===== src/rtl/event_counter_pkg.sv =====
`default_nettype none
// ============================================================================
// Module      : event_counter_pkg
// Description : Shared state encoding, output level defaults and helpers for
//               the event window sequencer.
// Revision    : 1.0 - initial release
// ============================================================================
package event_counter_pkg;

    typedef enum logic [2:0] {
        ST_IDLE  = 3'd0,
        ST_ARMED = 3'd1,
        ST_DELAY = 3'd2,
        ST_COUNT = 3'd3,
        ST_EVAL  = 3'd4,
        ST_DONE  = 3'd5
    } state_t;

    localparam logic signed [15:0] C_HI_LEVEL = 16'sh7FFF;
    localparam logic signed [15:0] C_LO_LEVEL = 16'sh0000;

    function automatic logic [15:0] sat_inc16(input logic [15:0] value);
        return (value == 16'hFFFF) ? value : value + 16'd1;
    endfunction

endpackage
`default_nettype wire


===== src/rtl/event_window_sequencer_if.sv =====
`default_nettype none
// ============================================================================
// Module      : event_window_sequencer_if
// Description : Sample, control, configuration and result signals of the
//               event window sequencer.
// Revision    : 1.0 - initial release
// ============================================================================
interface event_window_sequencer_if;

    logic signed [15:0] DataIn;
    logic signed [15:0] Threshold;
    logic               Arm;
    logic               Abort;
    logic               TrigIn;
    logic        [15:0] TrigDelay;
    logic        [31:0] WindowLen;
    logic        [15:0] NumWindows;
    logic        [15:0] PulseMin;
    logic        [15:0] PulseMax;
    logic        [15:0] MinPulseCount;
    logic        [15:0] VoteMin;
    logic signed [15:0] DataOutA;
    logic signed [15:0] DataOutB;
    logic               Busy;
    logic               Done;
    logic        [15:0] BrightCount;

    modport master (
        output DataIn, Threshold, Arm, Abort, TrigIn, TrigDelay, WindowLen,
               NumWindows, PulseMin, PulseMax, MinPulseCount, VoteMin,
        input  DataOutA, DataOutB, Busy, Done, BrightCount
    );

    modport slave (
        input  DataIn, Threshold, Arm, Abort, TrigIn, TrigDelay, WindowLen,
               NumWindows, PulseMin, PulseMax, MinPulseCount, VoteMin,
        output DataOutA, DataOutB, Busy, Done, BrightCount
    );

endinterface
`default_nettype wire


===== src/rtl/pulse_window_counter.sv =====
`default_nettype none
// ============================================================================
// Module      : pulse_window_counter
// Description : Threshold discriminator and qualified-pulse counter for one
//               measurement window at a time.
// Revision    : 1.0 - initial release
// ============================================================================
module pulse_window_counter
    import event_counter_pkg::*;
(
    input  logic               Clk,
    input  logic               Reset,
    input  logic signed [15:0] data_in,
    input  logic signed [15:0] threshold,
    input  logic               win_start,
    input  logic               win_end,
    input  logic        [15:0] pulse_min,
    input  logic        [15:0] pulse_max,
    output logic        [15:0] window_count
);

    logic        r_above;
    logic        r_above_d;
    logic        r_in_win;
    logic        r_valid;
    logic [15:0] r_len;
    logic [15:0] r_pulse_cnt;

    logic        w_active;
    logic        w_rise;
    logic        w_fall;
    logic        w_qual;
    logic [15:0] w_base;

    assign w_active = win_start | r_in_win;
    assign w_rise   = r_above & ~r_above_d;
    assign w_fall   = ~r_above & r_above_d;

    // A fall on the first window cycle belongs to a pulse that rose earlier.
    assign w_qual = w_active & ~win_start & w_fall & r_valid &
                    (r_len > pulse_min) & (r_len < pulse_max);

    assign w_base       = win_start ? 16'd0 : r_pulse_cnt;
    assign window_count = w_qual ? sat_inc16(w_base) : w_base;

    always_ff @(posedge Clk) begin
        if (Reset) begin
            r_above     <= 1'b0;
            r_above_d   <= 1'b0;
            r_in_win    <= 1'b0;
            r_valid     <= 1'b0;
            r_len       <= 16'd0;
            r_pulse_cnt <= 16'd0;
        end else begin
            r_above   <= (data_in > threshold);
            r_above_d <= r_above;
            r_in_win  <= w_active & ~win_end;

            if (win_start && !w_rise)
                r_len <= 16'd0;
            else if (r_above)
                r_len <= w_rise ? 16'd1 : sat_inc16(r_len);
            else
                r_len <= 16'd0;

            // Only a pulse whose rising edge lies inside the window is tracked.
            if (w_rise)
                r_valid <= w_active;
            else if (win_start || w_fall)
                r_valid <= 1'b0;

            r_pulse_cnt <= window_count;
        end
    end

endmodule
`default_nettype wire


===== src/rtl/event_window_sequencer.sv =====
`default_nettype none
// ============================================================================
// Module      : event_window_sequencer
// Description : Triggered multi-window pulse counter with bright-window vote.
// Revision    : 1.0 - initial release
// ============================================================================
module event_window_sequencer
    import event_counter_pkg::*;
#(
    parameter logic signed [15:0] HI_LEVEL = C_HI_LEVEL,
    parameter logic signed [15:0] LO_LEVEL = C_LO_LEVEL
) (
    input  logic                    Clk,
    input  logic                    Reset,
    event_window_sequencer_if.slave bus
);

    state_t             r_state;
    logic               r_trig;
    logic               r_trig_d;
    logic        [15:0] r_cfg_trig_delay;
    logic        [31:0] r_cfg_win_len;
    logic        [15:0] r_cfg_num_windows;
    logic        [15:0] r_cfg_pulse_min;
    logic        [15:0] r_cfg_pulse_max;
    logic        [15:0] r_cfg_min_pulses;
    logic        [15:0] r_cfg_vote_min;
    logic        [15:0] r_delay_cnt;
    logic        [31:0] r_win_cyc;
    logic        [15:0] r_win_idx;
    logic        [15:0] r_bright;
    logic        [15:0] r_bright_count;
    logic signed [15:0] r_out_a;
    logic signed [15:0] r_out_b;
    logic               r_busy;
    logic               r_done;

    logic               w_trig_edge;
    logic        [31:0] w_win_last_cyc;
    logic               w_win_start;
    logic               w_win_end;
    logic        [15:0] w_window_count;

    assign w_trig_edge    = r_trig & ~r_trig_d;
    assign w_win_last_cyc = (r_cfg_win_len == 32'd0) ? 32'd0 : r_cfg_win_len - 32'd1;
    assign w_win_start    = (r_state == ST_COUNT) && (r_win_cyc == 32'd0);
    assign w_win_end      = (r_state == ST_COUNT) && (r_win_cyc == w_win_last_cyc);

    pulse_window_counter u_pulse_window_counter (
        .Clk          (Clk),
        .Reset        (Reset),
        .data_in      (bus.DataIn),
        .threshold    (bus.Threshold),
        .win_start    (w_win_start),
        .win_end      (w_win_end),
        .pulse_min    (r_cfg_pulse_min),
        .pulse_max    (r_cfg_pulse_max),
        .window_count (w_window_count)
    );

    always_ff @(posedge Clk) begin
        if (Reset) begin
            r_state           <= ST_IDLE;
            r_trig            <= 1'b0;
            r_trig_d          <= 1'b0;
            r_cfg_trig_delay  <= 16'd0;
            r_cfg_win_len     <= 32'd0;
            r_cfg_num_windows <= 16'd0;
            r_cfg_pulse_min   <= 16'd0;
            r_cfg_pulse_max   <= 16'd0;
            r_cfg_min_pulses  <= 16'd0;
            r_cfg_vote_min    <= 16'd0;
            r_delay_cnt       <= 16'd0;
            r_win_cyc         <= 32'd0;
            r_win_idx         <= 16'd0;
            r_bright          <= 16'd0;
            r_bright_count    <= 16'd0;
            r_out_a           <= LO_LEVEL;
            r_out_b           <= LO_LEVEL;
            r_busy            <= 1'b0;
            r_done            <= 1'b0;
        end else begin
            r_trig   <= bus.TrigIn;
            r_trig_d <= r_trig;
            r_done   <= 1'b0;

            if (bus.Abort) begin
                r_state <= ST_IDLE;
                r_busy  <= 1'b0;
                r_out_b <= LO_LEVEL;
            end else begin
                case (r_state)
                    ST_IDLE: begin
                        if (bus.Arm) begin
                            r_cfg_trig_delay  <= bus.TrigDelay;
                            r_cfg_win_len     <= bus.WindowLen;
                            r_cfg_num_windows <= bus.NumWindows;
                            r_cfg_pulse_min   <= bus.PulseMin;
                            r_cfg_pulse_max   <= bus.PulseMax;
                            r_cfg_min_pulses  <= bus.MinPulseCount;
                            r_cfg_vote_min    <= bus.VoteMin;
                            r_busy            <= 1'b1;
                            r_out_b           <= HI_LEVEL;
                            r_state           <= ST_ARMED;
                        end
                    end
                    ST_ARMED: begin
                        if (w_trig_edge) begin
                            r_win_cyc <= 32'd0;
                            r_win_idx <= 16'd0;
                            r_bright  <= 16'd0;
                            if (r_cfg_num_windows == 16'd0) begin
                                r_state <= ST_EVAL;
                            end else if (r_cfg_trig_delay == 16'd0) begin
                                r_state <= ST_COUNT;
                            end else begin
                                r_delay_cnt <= r_cfg_trig_delay;
                                r_state     <= ST_DELAY;
                            end
                        end
                    end
                    ST_DELAY: begin
                        if (r_delay_cnt == 16'd1)
                            r_state <= ST_COUNT;
                        else
                            r_delay_cnt <= r_delay_cnt - 16'd1;
                    end
                    ST_COUNT: begin
                        if (w_win_end) begin
                            r_win_cyc <= 32'd0;
                            if (w_window_count >= r_cfg_min_pulses)
                                r_bright <= sat_inc16(r_bright);
                            if (r_win_idx == r_cfg_num_windows - 16'd1)
                                r_state <= ST_EVAL;
                            else
                                r_win_idx <= r_win_idx + 16'd1;
                        end else begin
                            r_win_cyc <= r_win_cyc + 32'd1;
                        end
                    end
                    ST_EVAL: begin
                        r_bright_count <= r_bright;
                        r_out_a        <= (r_bright >= r_cfg_vote_min) ? HI_LEVEL : LO_LEVEL;
                        r_busy         <= 1'b0;
                        r_out_b        <= LO_LEVEL;
                        r_done         <= 1'b1;
                        r_state        <= ST_DONE;
                    end
                    ST_DONE: begin
                        r_state <= ST_IDLE;
                    end
                    default: begin
                        r_state <= ST_IDLE;
                    end
                endcase
            end
        end
    end

    assign bus.DataOutA    = r_out_a;
    assign bus.DataOutB    = r_out_b;
    assign bus.Busy        = r_busy;
    assign bus.Done        = r_done;
    assign bus.BrightCount = r_bright_count;

endmodule
`default_nettype wire

===== src/flat_wrapper.sv =====
// flat-port wrapper written by rule: the top's interface ports become plain ports
module event_window_sequencer_flat import event_counter_pkg::*;
#(
    parameter logic signed [15:0] HI_LEVEL = C_HI_LEVEL,
    parameter logic signed [15:0] LO_LEVEL = C_LO_LEVEL
)
  (Clk, Reset, bus_DataIn, bus_Threshold, bus_Arm, bus_Abort, bus_TrigIn, bus_TrigDelay, bus_WindowLen, bus_NumWindows, bus_PulseMin, bus_PulseMax, bus_MinPulseCount, bus_VoteMin, bus_DataOutA, bus_DataOutB, bus_Busy, bus_Done, bus_BrightCount);
  event_window_sequencer_if bus_i ();
  input  logic Clk;
  input  logic Reset;
  input wire logic [$bits(bus_i.DataIn)-1:0] bus_DataIn;
  input wire logic [$bits(bus_i.Threshold)-1:0] bus_Threshold;
  input wire logic [$bits(bus_i.Arm)-1:0] bus_Arm;
  input wire logic [$bits(bus_i.Abort)-1:0] bus_Abort;
  input wire logic [$bits(bus_i.TrigIn)-1:0] bus_TrigIn;
  input wire logic [$bits(bus_i.TrigDelay)-1:0] bus_TrigDelay;
  input wire logic [$bits(bus_i.WindowLen)-1:0] bus_WindowLen;
  input wire logic [$bits(bus_i.NumWindows)-1:0] bus_NumWindows;
  input wire logic [$bits(bus_i.PulseMin)-1:0] bus_PulseMin;
  input wire logic [$bits(bus_i.PulseMax)-1:0] bus_PulseMax;
  input wire logic [$bits(bus_i.MinPulseCount)-1:0] bus_MinPulseCount;
  input wire logic [$bits(bus_i.VoteMin)-1:0] bus_VoteMin;
  output wire logic [$bits(bus_i.DataOutA)-1:0] bus_DataOutA;
  output wire logic [$bits(bus_i.DataOutB)-1:0] bus_DataOutB;
  output wire logic [$bits(bus_i.Busy)-1:0] bus_Busy;
  output wire logic [$bits(bus_i.Done)-1:0] bus_Done;
  output wire logic [$bits(bus_i.BrightCount)-1:0] bus_BrightCount;
  assign bus_i.DataIn = bus_DataIn;
  assign bus_i.Threshold = bus_Threshold;
  assign bus_i.Arm = bus_Arm;
  assign bus_i.Abort = bus_Abort;
  assign bus_i.TrigIn = bus_TrigIn;
  assign bus_i.TrigDelay = bus_TrigDelay;
  assign bus_i.WindowLen = bus_WindowLen;
  assign bus_i.NumWindows = bus_NumWindows;
  assign bus_i.PulseMin = bus_PulseMin;
  assign bus_i.PulseMax = bus_PulseMax;
  assign bus_i.MinPulseCount = bus_MinPulseCount;
  assign bus_i.VoteMin = bus_VoteMin;
  assign bus_DataOutA = bus_i.DataOutA;
  assign bus_DataOutB = bus_i.DataOutB;
  assign bus_Busy = bus_i.Busy;
  assign bus_Done = bus_i.Done;
  assign bus_BrightCount = bus_i.BrightCount;
  event_window_sequencer #(.HI_LEVEL(HI_LEVEL), .LO_LEVEL(LO_LEVEL)) u_core (.Clk(Clk), .Reset(Reset), .bus(bus_i));
endmodule

===== config.mk =====
export PLATFORM = sky130hd
export DESIGN_NAME = event_window_sequencer_flat
export DESIGN_NICKNAME = d
export VERILOG_FILES = /design/src/rtl/event_counter_pkg.sv /design/src/rtl/event_window_sequencer_if.sv /design/src/rtl/pulse_window_counter.sv /design/src/rtl/event_window_sequencer.sv /design/src/flat_wrapper.sv
export SDC_FILE = /design/constraint.sdc
export NUM_CORES = 1
export LEC_CHECK = 0
export BUFFER_PORTS_ARGS = -buffer_cell sky130_fd_sc_hd__buf_2
export CAP_MARGIN = 15
export CELL_PAD_IN_SITES_DETAIL_PLACEMENT = 1
export CELL_PAD_IN_SITES_GLOBAL_PLACEMENT = 1
export CORE_UTILIZATION = 42
export DETAILED_ROUTE_END_ITERATION = 8
export GPL_TIMING_DRIVEN = 0
export PLACE_DENSITY = 0.83
export SETUP_SLACK_MARGIN = 0.05
export SYNTH_ARGS = -nofsm -noshare
export SYNTH_HDL_FRONTEND = slang
export SYNTH_SLANG_ARGS = --single-unit

===== constraint.sdc =====
create_clock -name Clk -period 11.3 [get_ports Clk]
set_input_delay 0.565 -clock Clk [delete_from_list [all_inputs] [get_ports Clk]]
set_output_delay 0.565 -clock Clk [all_outputs]
set_load 0.05 [all_outputs]

-- Yosys cells after proc, flatten, opt, wreduce, memory -nomap -nowiden
Cells that the tools add are included.
- register bits after elaboration: 299
- latch bits: 0
- bits in writable memories: 0
- bits in read-only memories: 0
- input port bits: 165
- output and inout bits: 50
- word-level logic and storage cells: 140
- memories: 0
- add/subtract/negate cells: 8
- $mul: 0
- divide/modulo/power cells: 0
- $lt $le $gt $ge: 5
- equal/unequal tests: 22
- shifts and indexed selects: 0
- muxes and demuxes: 38
- bitwise logic cells: 16
- reduce and logical (&&, ||, !) cells: 25
- operators with widths (operator ; number):
    16-bit two-way mux ; 14
    16-bit one-hot mux with 2 select lines ; 4
    32-bit two-way mux ; 3
    16-bit by 1-bit adder with 16-bit output (second input constant) ; 4
    32-bit zero test ; 2
    32-bit one-hot mux with 2 select lines ; 1
    16-bit == test (second input constant) ; 3
    32-bit by 1-bit adder with 32-bit output (second input constant) ; 1
    32-bit == test ; 1
    16-bit >= comparator ; 2
    16-bit greater-than comparator ; 2
    16-bit zero test ; 2
    16-bit by 1-bit subtractor with 16-bit output (second input constant) ; 2
    32-bit by 1-bit subtractor with 32-bit output (second input constant) ; 1
    2-bit != test (second input constant) ; 10
    3-bit two-way mux ; 6
    16-bit by 1-bit == test with 1-bit output (second input constant) ; 1
    16-bit == test ; 1
    16-bit < comparator ; 1
    15-bit two-way mux ; 1
    3-bit one-hot mux with 5 select lines ; 1
    6-bit AND reduction ; 2
    5-bit AND reduction ; 2
    1-bit AND ; 9
    other kinds (18) ; 38

-- Longest topological paths before layout
Gate-level depths: netlist of run 1.
- depth after elaboration: 13
- mapped depth: 27
- mapped depth without buffers: 23

-- By module
Synthesis of run 1 repeated with hierarchy kept, for this count alone.
- cell total of the unflattened synthesis: 2076
- area total of the unflattened synthesis: 15846.4 um2
- modules (own cells, without submodules) (module ; instances ; cells each ; area each (um2) ; sequential area each (um2)):
    event_window_sequencer ; 1 ; 1698 ; 12808.5 ; 4644.5
    pulse_window_counter ; 1 ; 378 ; 3037.9 ; 720.7

-- Worst setup path before layout of run 1
No wires, ideal clock.
- path kind: register -> register
- from: register u_core.r_state[0]
- to: register u_core.r_bright[13]
- library setup time: 0.059 ns
- arrival time: 5.413 ns
- required time: 11.241 ns
- path slack: 5.827 ns
- stages on the path, launching flop included: 28
- path buffers: 5
- period minus slack after synthesis: 5.473 ns
- cells stage by stage: dfxtp_1 -> clkbuf_1 -> nand2b_1 -> nor2_1 -> nand3_1 -> or3_1 -> clkbuf_1 -> and2_1 -> ha_1 -> nand4_1 -> nand3b_1 -> o21ai_0 -> a211o_1 -> clkbuf_1 -> clkbuf_1 -> o31ai_1 -> a21oi_1 -> ha_1 -> nand4_1 -> nor2_1 -> o21ai_0 -> o211ai_1 -> nand2_1 -> or3_1 -> o31a_1 -> buf_2 -> or4_1 -> nand2_1
- word-level cells in the longest chain between the ends: 12
- elaborated cells on any way between the ends: 24
- those cells by class: add/sub (1); order compare (1); eq/ne (7); mux (4); bitwise (7); reduce/logical (4)
- RTL lines (element ; RTL line ; RTL):
    from (decl) ; event_window_sequencer.sv:18 ; state_t r_state;
    from (signal assigned) ; event_window_sequencer.sv:63 ; r_state <= ST_IDLE;
    from (signal assigned) ; event_window_sequencer.sv:88 ; r_state <= ST_IDLE;
    from (signal assigned) ; event_window_sequencer.sv:104 ; r_state <= ST_ARMED;
    3-bit by 2-bit == test with 1-bit output * ; event_window_sequencer.sv:46 ; assign w_win_start = (r_state == ST_COUNT) && (r_win_cyc == 32'd0);
    1-bit logical AND * ; event_window_sequencer.sv:46 ;
    branches (longest 6 deep; another with 16-bit by 1-bit adder with 16-bit output) ; n/a ;
    16-bit two-way mux * ; pulse_window_counter.sv:44 ; assign window_count = w_qual ? sat_inc16(w_base) : w_base;
    via u_core.u_pulse_window_counter.window_count[9] ; pulse_window_counter.sv:19 ; output logic [15:0] window_count
    16-bit >= comparator * ; event_window_sequencer.sv:131 ; if (w_window_count >= r_cfg_min_pulses)
    2-bit != test (no source line) * ; n/a ;
    6-bit AND reduction (no source line) * ; n/a ;
    to (signal assigned) ; event_window_sequencer.sv:132 ; r_bright <= sat_inc16(r_bright);
    to (decl) ; event_window_sequencer.sv:31 ; logic [15:0] r_bright;
Mark *: on every way through the listed nets, which the timed path passes.
A chain may end at the register's enable or synchronous reset.

-- Final worst setup path of run 1
- from: register u_core.r_state[1]
- to: register u_core.r_bright[10]
The elaborated chain is that of the path after synthesis.

==> results of run 1 <==
## area by class of cell
cell class / count / area (um2) / share of cell area [%]
plain buffers: 145 / 673.1 / 3.644
flip-flops and latches: 268 / 5365 / 29.05
repair buffers: 214 / 1071 / 5.798
well taps: 468 / 585.6 / 3.170
clock inverters: 9 / 122.6 / 0.6638
multi-input cells: 1570 / 9364 / 50.69
inverters: 102 / 382.9 / 2.073
diodes: 2 / 5.005 / 0.02709
clock buffers: 46 / 902.1 / 4.884
## logic make-up (layout without fill, tap and decap cells)
group | count (synthesis) | count (layout) | share of synthesized area, %
flops | 268 | 268 | 34.00
compound gates | 453 | 453 | 17.60
fa+ha+maj | 89 | 89 | 7.056
xor+xnor | 96 | 96 | 5.502
other cells | 1 | 4 | 0.02376
simple gates | 912 | 912 | 27.97
buf+inv | 247 | 516 | 6.691
mux | 18 | 18 | 1.158
## flip-flops by register name (all words and copies together), names as in the netlist
name,count
u_core.r_cfg_win_len,32
u_core.r_win_cyc,32
u_core.bus.BrightCount,16
u_core.r_bright,16
u_core.r_cfg_min_pulses,16
u_core.r_cfg_num_windows,16
u_core.r_cfg_pulse_max,16
u_core.r_cfg_pulse_min,16
u_core.r_cfg_trig_delay,16
u_core.r_cfg_vote_min,16
u_core.r_delay_cnt,16
u_core.r_win_idx,16
u_core.u_pulse_window_counter.r_len,16
u_core.u_pulse_window_counter.r_pulse_cnt,16
u_core.r_state,3
u_core.bus.DataOutA,1
u_core.bus.DataOutB,1
u_core.bus.Done,1
u_core.r_trig,1
u_core.r_trig_d,1
u_core.u_pulse_window_counter.r_above,1
u_core.u_pulse_window_counter.r_above_d,1
u_core.u_pulse_window_counter.r_in_win,1
u_core.u_pulse_window_counter.r_valid,1
## worst register-to-register path: cells and delay by family, from the launching register on
family                     cells  cell delay (ns)
AOI/OAI and AO/OA              7             1.72
adders and majority gates      2             0.56
buffers and inverters          6             1.76
DFF                            1             0.30
muxes                          1             0.16
and+or+nand+nor               11             2.82
## cells in the mapped netlist (all sizes together), types with 14 or more instances
| master | instances | area (um2) |
|---|---|---|
| mux2i | 16 | 160.2 |
| a21oi | 221 | 1110 |
| clkbuf | 108 | 405.4 |
| buf | 37 | 267.8 |
| ha | 89 | 1114 |
| nor4 | 37 | 250.2 |
| nand2 | 398 | 1494 |
| nor3 | 48 | 240.2 |
| or3 | 16 | 100.1 |
| or2 | 14 | 87.58 |
| inv | 102 | 382.9 |
| nand2b | 24 | 150.1 |
| nand4 | 43 | 269.0 |
| a21o | 39 | 292.8 |
| a211oi | 17 | 127.6 |
| nor2b | 14 | 87.58 |
| dfxtp | 268 | 5365 |
| or4 | 45 | 341.6 |
| xnor2 | 50 | 437.9 |
| o21ai | 54 | 270.3 |
| xor2 | 44 | 385.4 |
| nor2 | 130 | 488.0 |
| o31ai | 26 | 195.2 |
| and3 | 24 | 155.1 |
| nand3 | 70 | 350.3 |
## worst paths after layout
| kind | slack [ns] | endpoint |
|---|---|---|
| min reg2reg | 0.46 | u_core.r_cfg_min_pulses[2]$_SDFFE_PP0P_ |
| max | 3.87 | u_core.r_bright[10]$_SDFFE_PP0P_ |
| max reg2reg | 3.87 | u_core.r_bright[10]$_SDFFE_PP0P_ |
| min | 0.23 | u_core.r_cfg_win_len[15]$_SDFFE_PP0P_ |
## layer usage
metal  wire length [um]  up-vias  GRT usage (%)
met2              25840      490          48.79
met5                  0        -              0
met1              24740     7790          37.39
met3               3272       86          3.816
li1                   -     7789              -
met4               1351        0          7.263
## report_power, final
group	leakage [uW]	total, uW	switching, uW	internal [uW]
Combinational	0.00479	488	311	177
Clock	0.000504	1020	408	614
Sequential	0.00217	1010	31.6	976
## metrics by stage
step	cells	setup WS (ns)	power [uW]	area, um2
3_5_place_dp	2764	4.120	1503	17430
2_1_floorplan	2085	5.827	1339	15790
5_1_grt	2822	3.441	2616	18470
4_1_cts	2819	4.066	2525	18450
6_report	2824	3.868	2517	18470
3_3_place_gp	2764	4.356	1486	17430
==> impl_metrics.env, run 1 <==
export IMPL_period_needed_ns=7.432
export IMPL_fin_util_pct=50.21
export IMPL_ir_drop_v=0.0001114
export IMPL_synth_edff_count=0
export IMPL_die_w_um=195.8
export IMPL_cp_depth=27
export IMPL_grt_max_degree=18
export IMPL_cts_resized=0
export IMPL_syn2layout_area_growth_pct=17.05
export IMPL_routed_wl_um=55200
export IMPL_dp_hpwl_um=42420
export IMPL_die_y_um=195.8
export IMPL_drtPass1Iterations=7
export IMPL_cp_arrival_ns=7.88
export IMPL_cts_tree="done"
export IMPL_worstSetupStartpoint="u_core.r_state[1]$_SDFFE_PP0P_"
export IMPL_async_flop_share_pct=0
export IMPL_crit_top_cell="clkbuf_1"
export IMPL_path_max_fanout=10
export IMPL_clk_pin_slew_ns=0.06
export IMPL_layout_drive_gt1_share_pct=13.68
export IMPL_cp_end_kind="register"
export IMPL_drv_cap=0
export IMPL_ys_warn_count=0
export IMPL_final_common_cell="nand2_1"
export IMPL_ys_seq_area_share_pct=34.00
export IMPL_core_um2=36790
export IMPL_drc=0
export IMPL_synth_cell_type_count=73
export IMPL_wl_per_cell_um=19.55
export IMPL_ios=215
export IMPL_tns_ns=0
export IMPL_criticalPathCategory="reg -> reg"
export IMPL_holdWs_ns=0.2272
export IMPL_hold_buffers=0
export IMPL_cts_sinks=268
export IMPL_first_iter_violations=845
export IMPL_crit_required_ns=11.75
export IMPL_crit_buf_inv=6
export IMPL_max_stage_delay_ns=0.44
export IMPL_clk_latency_ns=0.57
export IMPL_hold_path_depth=3
export IMPL_post_route_period_util_pct=65.77
export IMPL_p_leak_uw=0.007464
export IMPL_hp_start="bus_WindowLen[15]"
export IMPL_ys_flop_type="dfxtp_1"
export IMPL_hold_class="in -> reg"
export IMPL_setup_violations=0
export IMPL_crit_path_start_kind="register"
export IMPL_final_net_count=2586
export IMPL_critPathTopFamily="simple AND/OR/NAND/NOR gates"
export IMPL_routed_via_density=5.721
export IMPL_rsz0062_at_grt="no"
export IMPL_cp_slowest_cell="clkbuf_1"
export IMPL_fin_skew_ns=0.01359
export IMPL_hold_violations=0
export IMPL_layout_common_cells="nand2_1, dfxtp_1, a21oi_1, buf_2, nor2_1"
export IMPL_htree_levels=1
export IMPL_syn_cell_area_um2=15780
export IMPL_grt_usage_pct=28.41
export IMPL_rows=70
export IMPL_start_util_pct=42.90
export IMPL_vias=16160
export IMPL_syn_area_per_cell_um2=7.573
export IMPL_antenna_found_initial=3
export IMPL_r2r_start="u_core.r_state[1]$_SDFFE_PP0P_"
export IMPL_die_area_um2=38350
export IMPL_grt_pass1_wl_um=88040
export IMPL_timing_fmax_ghz=0.1345
export IMPL_clock_root_buffer="clkbuf_16"
export IMPL_power_density_nw_per_um2=136.3
export IMPL_cts_buffer_depth=3
export IMPL_synth_cells=2084
export IMPL_ys_ff_latch=268
export IMPL_place_congestion=0.9339
export IMPL_slew_headroom_pct=15.11
export IMPL_portBuffers=211
export IMPL_worst_slew_pin_slew_ns=1.266
export IMPL_first_global_vias=16680
export IMPL_cts_setup_buffers=0
export IMPL_fillers=4674
export IMPL_cts_buffers=31
export IMPL_r2r_cells=27
export IMPL_postRouteAntennaNets=0
export IMPL_status="finished, final reports clean"
export IMPL_grt_ovfl_total=0
export IMPL_maxSlewViolCount=0
No activity file was read; power rests on OpenSTA's default activity.
==> inputs of run 2 (changes only) <==
CORE_UTILIZATION = 39   (was 42)
PLACE_DENSITY = 0.82   (was 0.83)
clock period = 6.19 ns   (was 11.3 ns; I/O delays follow)
==> run 2 against run 1 <==
Net effect:
- first-iteration DRC count is 11% higher
- critical path type unchanged
- non-clock buffer count is 37 higher
- sequential share of layout area is 1.1 points lower
- largest power group unchanged
- highest routed layer unchanged
- flip-flop and latch count stayed put
- largest cell class unchanged
- via count is 2.2% higher
==> impl_metrics.env, run 2 (synthesis results as in run 1) <==
export IMPL_p_leak_uw=0.007737
export IMPL_ios=215
export IMPL_hold_violations=0
export IMPL_grt_usage_pct=27.17
export IMPL_worst_slew_pin_slew_ns=1.152
export IMPL_cts_tree="done"
export IMPL_holdWs_ns=0.01209
export IMPL_crit_chain="ha_1, a21o_1, a21o_1, a211o_1, a21o_1, a21o_1, a21o_1, a221oi_2, a211o_4, clkbuf_4, o31ai_4, a21oi_1, ha_1, nand4_1, nor2_1, o21ai_0, o211ai_1, nand2_1, or3_1, nor3_1, clkbuf_2, nand3_1, a311oi_1"
export IMPL_cp_end_kind="register"
export IMPL_grt_ovfl_total=0
export IMPL_clk_latency_ns=0.55
export IMPL_r2r_cells=23
export IMPL_final_common_cell="nand2_1"
export IMPL_dp_hpwl_um=42890
export IMPL_portBuffers=211
export IMPL_first_iter_violations=935
export IMPL_power_density_nw_per_um2=254.2
export IMPL_antenna_found_initial=1
export IMPL_cts_sinks=268
export IMPL_timing_fmax_ghz=0.1683
export IMPL_crit_required_ns=6.63
export IMPL_dpl_cell_area_um2=17510
export IMPL_grt_pass1_wl_um=90020
export IMPL_cts_buffers=34
export IMPL_rows=73
export IMPL_htree_levels=2
export IMPL_grt_max_degree=18
export IMPL_drv_cap=0
export IMPL_layout_drive_gt1_share_pct=14.73
export IMPL_vias=16510
export IMPL_routed_via_density=5.653
export IMPL_setup_violations=0
export IMPL_crit_path_start_kind="register"
export IMPL_slew_headroom_pct=22.71
export IMPL_cp_arrival_ns=6.38
export IMPL_hold_path_depth=3
export IMPL_crit_buf_inv=2
export IMPL_postRouteAntennaNets=0
export IMPL_drtPass1Iterations=5
export IMPL_die_w_um=203.2
export IMPL_ir_drop_v=0.0001487
export IMPL_cp_slowest_cell="a221oi_2"
export IMPL_first_global_vias=17040
export IMPL_period_needed_ns=5.940
export IMPL_fin_skew_ns=0.01911
export IMPL_final_net_count=2627
export IMPL_start_util_pct=39.63
export IMPL_die_y_um=203.2
export IMPL_post_route_period_util_pct=95.97
export IMPL_cts_buffer_depth=3
export IMPL_status="finished, final reports clean"
export IMPL_cp_depth=23
export IMPL_clock_root_buffer="clkbuf_16"
export IMPL_fillers=5018
export IMPL_clk_pin_slew_ns=0.06
export IMPL_maxSlewViolCount=0
export IMPL_diodes=0
export IMPL_rrSetupSlack_ns=0.25
export IMPL_syn2layout_area_growth_pct=21.60
export IMPL_drc=0
export IMPL_path_max_fanout=10
export IMPL_dp_slack_ns=-0.9351
export IMPL_critPathTopFamily="compound AO/OA/AOI/OAI gates"
export IMPL_fin_ws_ns=0.2497
export IMPL_routed_wl_um=57130
export IMPL_criticalPathCategory="reg -> reg"
export IMPL_layout_common_cells="nand2_1, dfxtp_1, a21oi_1, buf_2, nor2_1"
export IMPL_hold_class="in -> reg"
export IMPL_core_um2=39820
export IMPL_wl_per_cell_um=19.56
export IMPL_die_area_um2=41270
export IMPL_place_congestion=0.9259
export IMPL_design_area_um2=19190
export IMPL_largest_registers="u_core.r_cfg_win_len x32, u_core.r_win_cyc x32"
export IMPL_crit_top_cell="a21o_1"
export IMPL_max_stage_delay_ns=0.66
run 2: changes by cell type in the layout (fill, tap and decap cells not counted), moves of 6 or more:
cell and change:
buf_4 +7, clkbuf_1 -8, clkbuf_16 +6, dlygate4sd3_1 +38
run 2: report_power, final:
| part | total (uW) | switching, uW | internal [uW] |
|---|---|---|---|
| Combinational | 920 | 578 | 342 |
| Clock | 2120 | 810 | 1310 |
| Sequential | 1840 | 60.3 | 1780 |
| Total | 4880 | 1450 | 3430 |
run 2: repair_timing:
| item | 4_1_cts | 5_1_grt |
|---|---|---|
| hold endpoints to repair | 38 | 0 |
| resized for setup | 17 | 9 |
| setup buffers | 2 | 5 |
| pin swaps | 3 | 5 |
| cloned | 0 | 1 |
| hold buffers | 38 | 0 |
| setup endpoints to repair | 16 | 16 |
run 2: worst min-delay path: stages:
cell	delay, ns
buf_2	0.10
nand2_1	0.05
a21oi_1	0.05
run 2: final timing paths:
kind	endpoint	from
min reg2reg	u_core.r_cfg_min_pulses[6]$_SDFFE_PP0P_	u_core.r_cfg_min_pulses[6]$_SDFFE_PP0P_
max	u_core.r_bright[1]$_SDFFE_PP0P_	u_core.u_pulse_window_counter.r_len[2]$_SDFFE_PP0P_
max reg2reg	u_core.r_bright[1]$_SDFFE_PP0P_	u_core.u_pulse_window_counter.r_len[2]$_SDFFE_PP0P_
min	u_core.r_cfg_vote_min[15]$_SDFFE_PP0P_	bus_VoteMin[15]
run 2: per-layer routing:
layer | vias up | GRT usage [%] | share of wire [%]
li1 | 7873 | - | -
met2 | 492 | 46.45 | 47
met1 | 8064 | 35.03 | 44
met4 | 0 | 7.358 | 2.2
met3 | 83 | 4.666 | 6.0
met5 | - | 0 | 0
run 2: cell type report:
cell class | count | area, um2 | area share, %
clock buffer | 50 | 1015 | 5.288
timing repair buffer | 258 | 1499 | 7.811
clock inverter | 9 | 155.1 | 0.8085
tap | 525 | 656.9 | 3.423
buffer | 138 | 651.9 | 3.397
sequential | 268 | 5370 | 27.98
inverter | 102 | 382.9 | 1.995
multi-input combinational | 1571 | 9459 | 49.29
run 2: stage by stage:
step           utilization [%]  power, uW  instances    TNS (ns)
5_1_grt                  48.19       5066       2921  -0.0008655
4_1_cts                  47.98       4889       2916           0
3_3_place_gp             43.94       2714       2821      -10.10
2_1_floorplan                -       2444       2085           0
6_report                 48.19       4878       2921           0
3_5_place_dp             43.96       2749       2823      -13.35
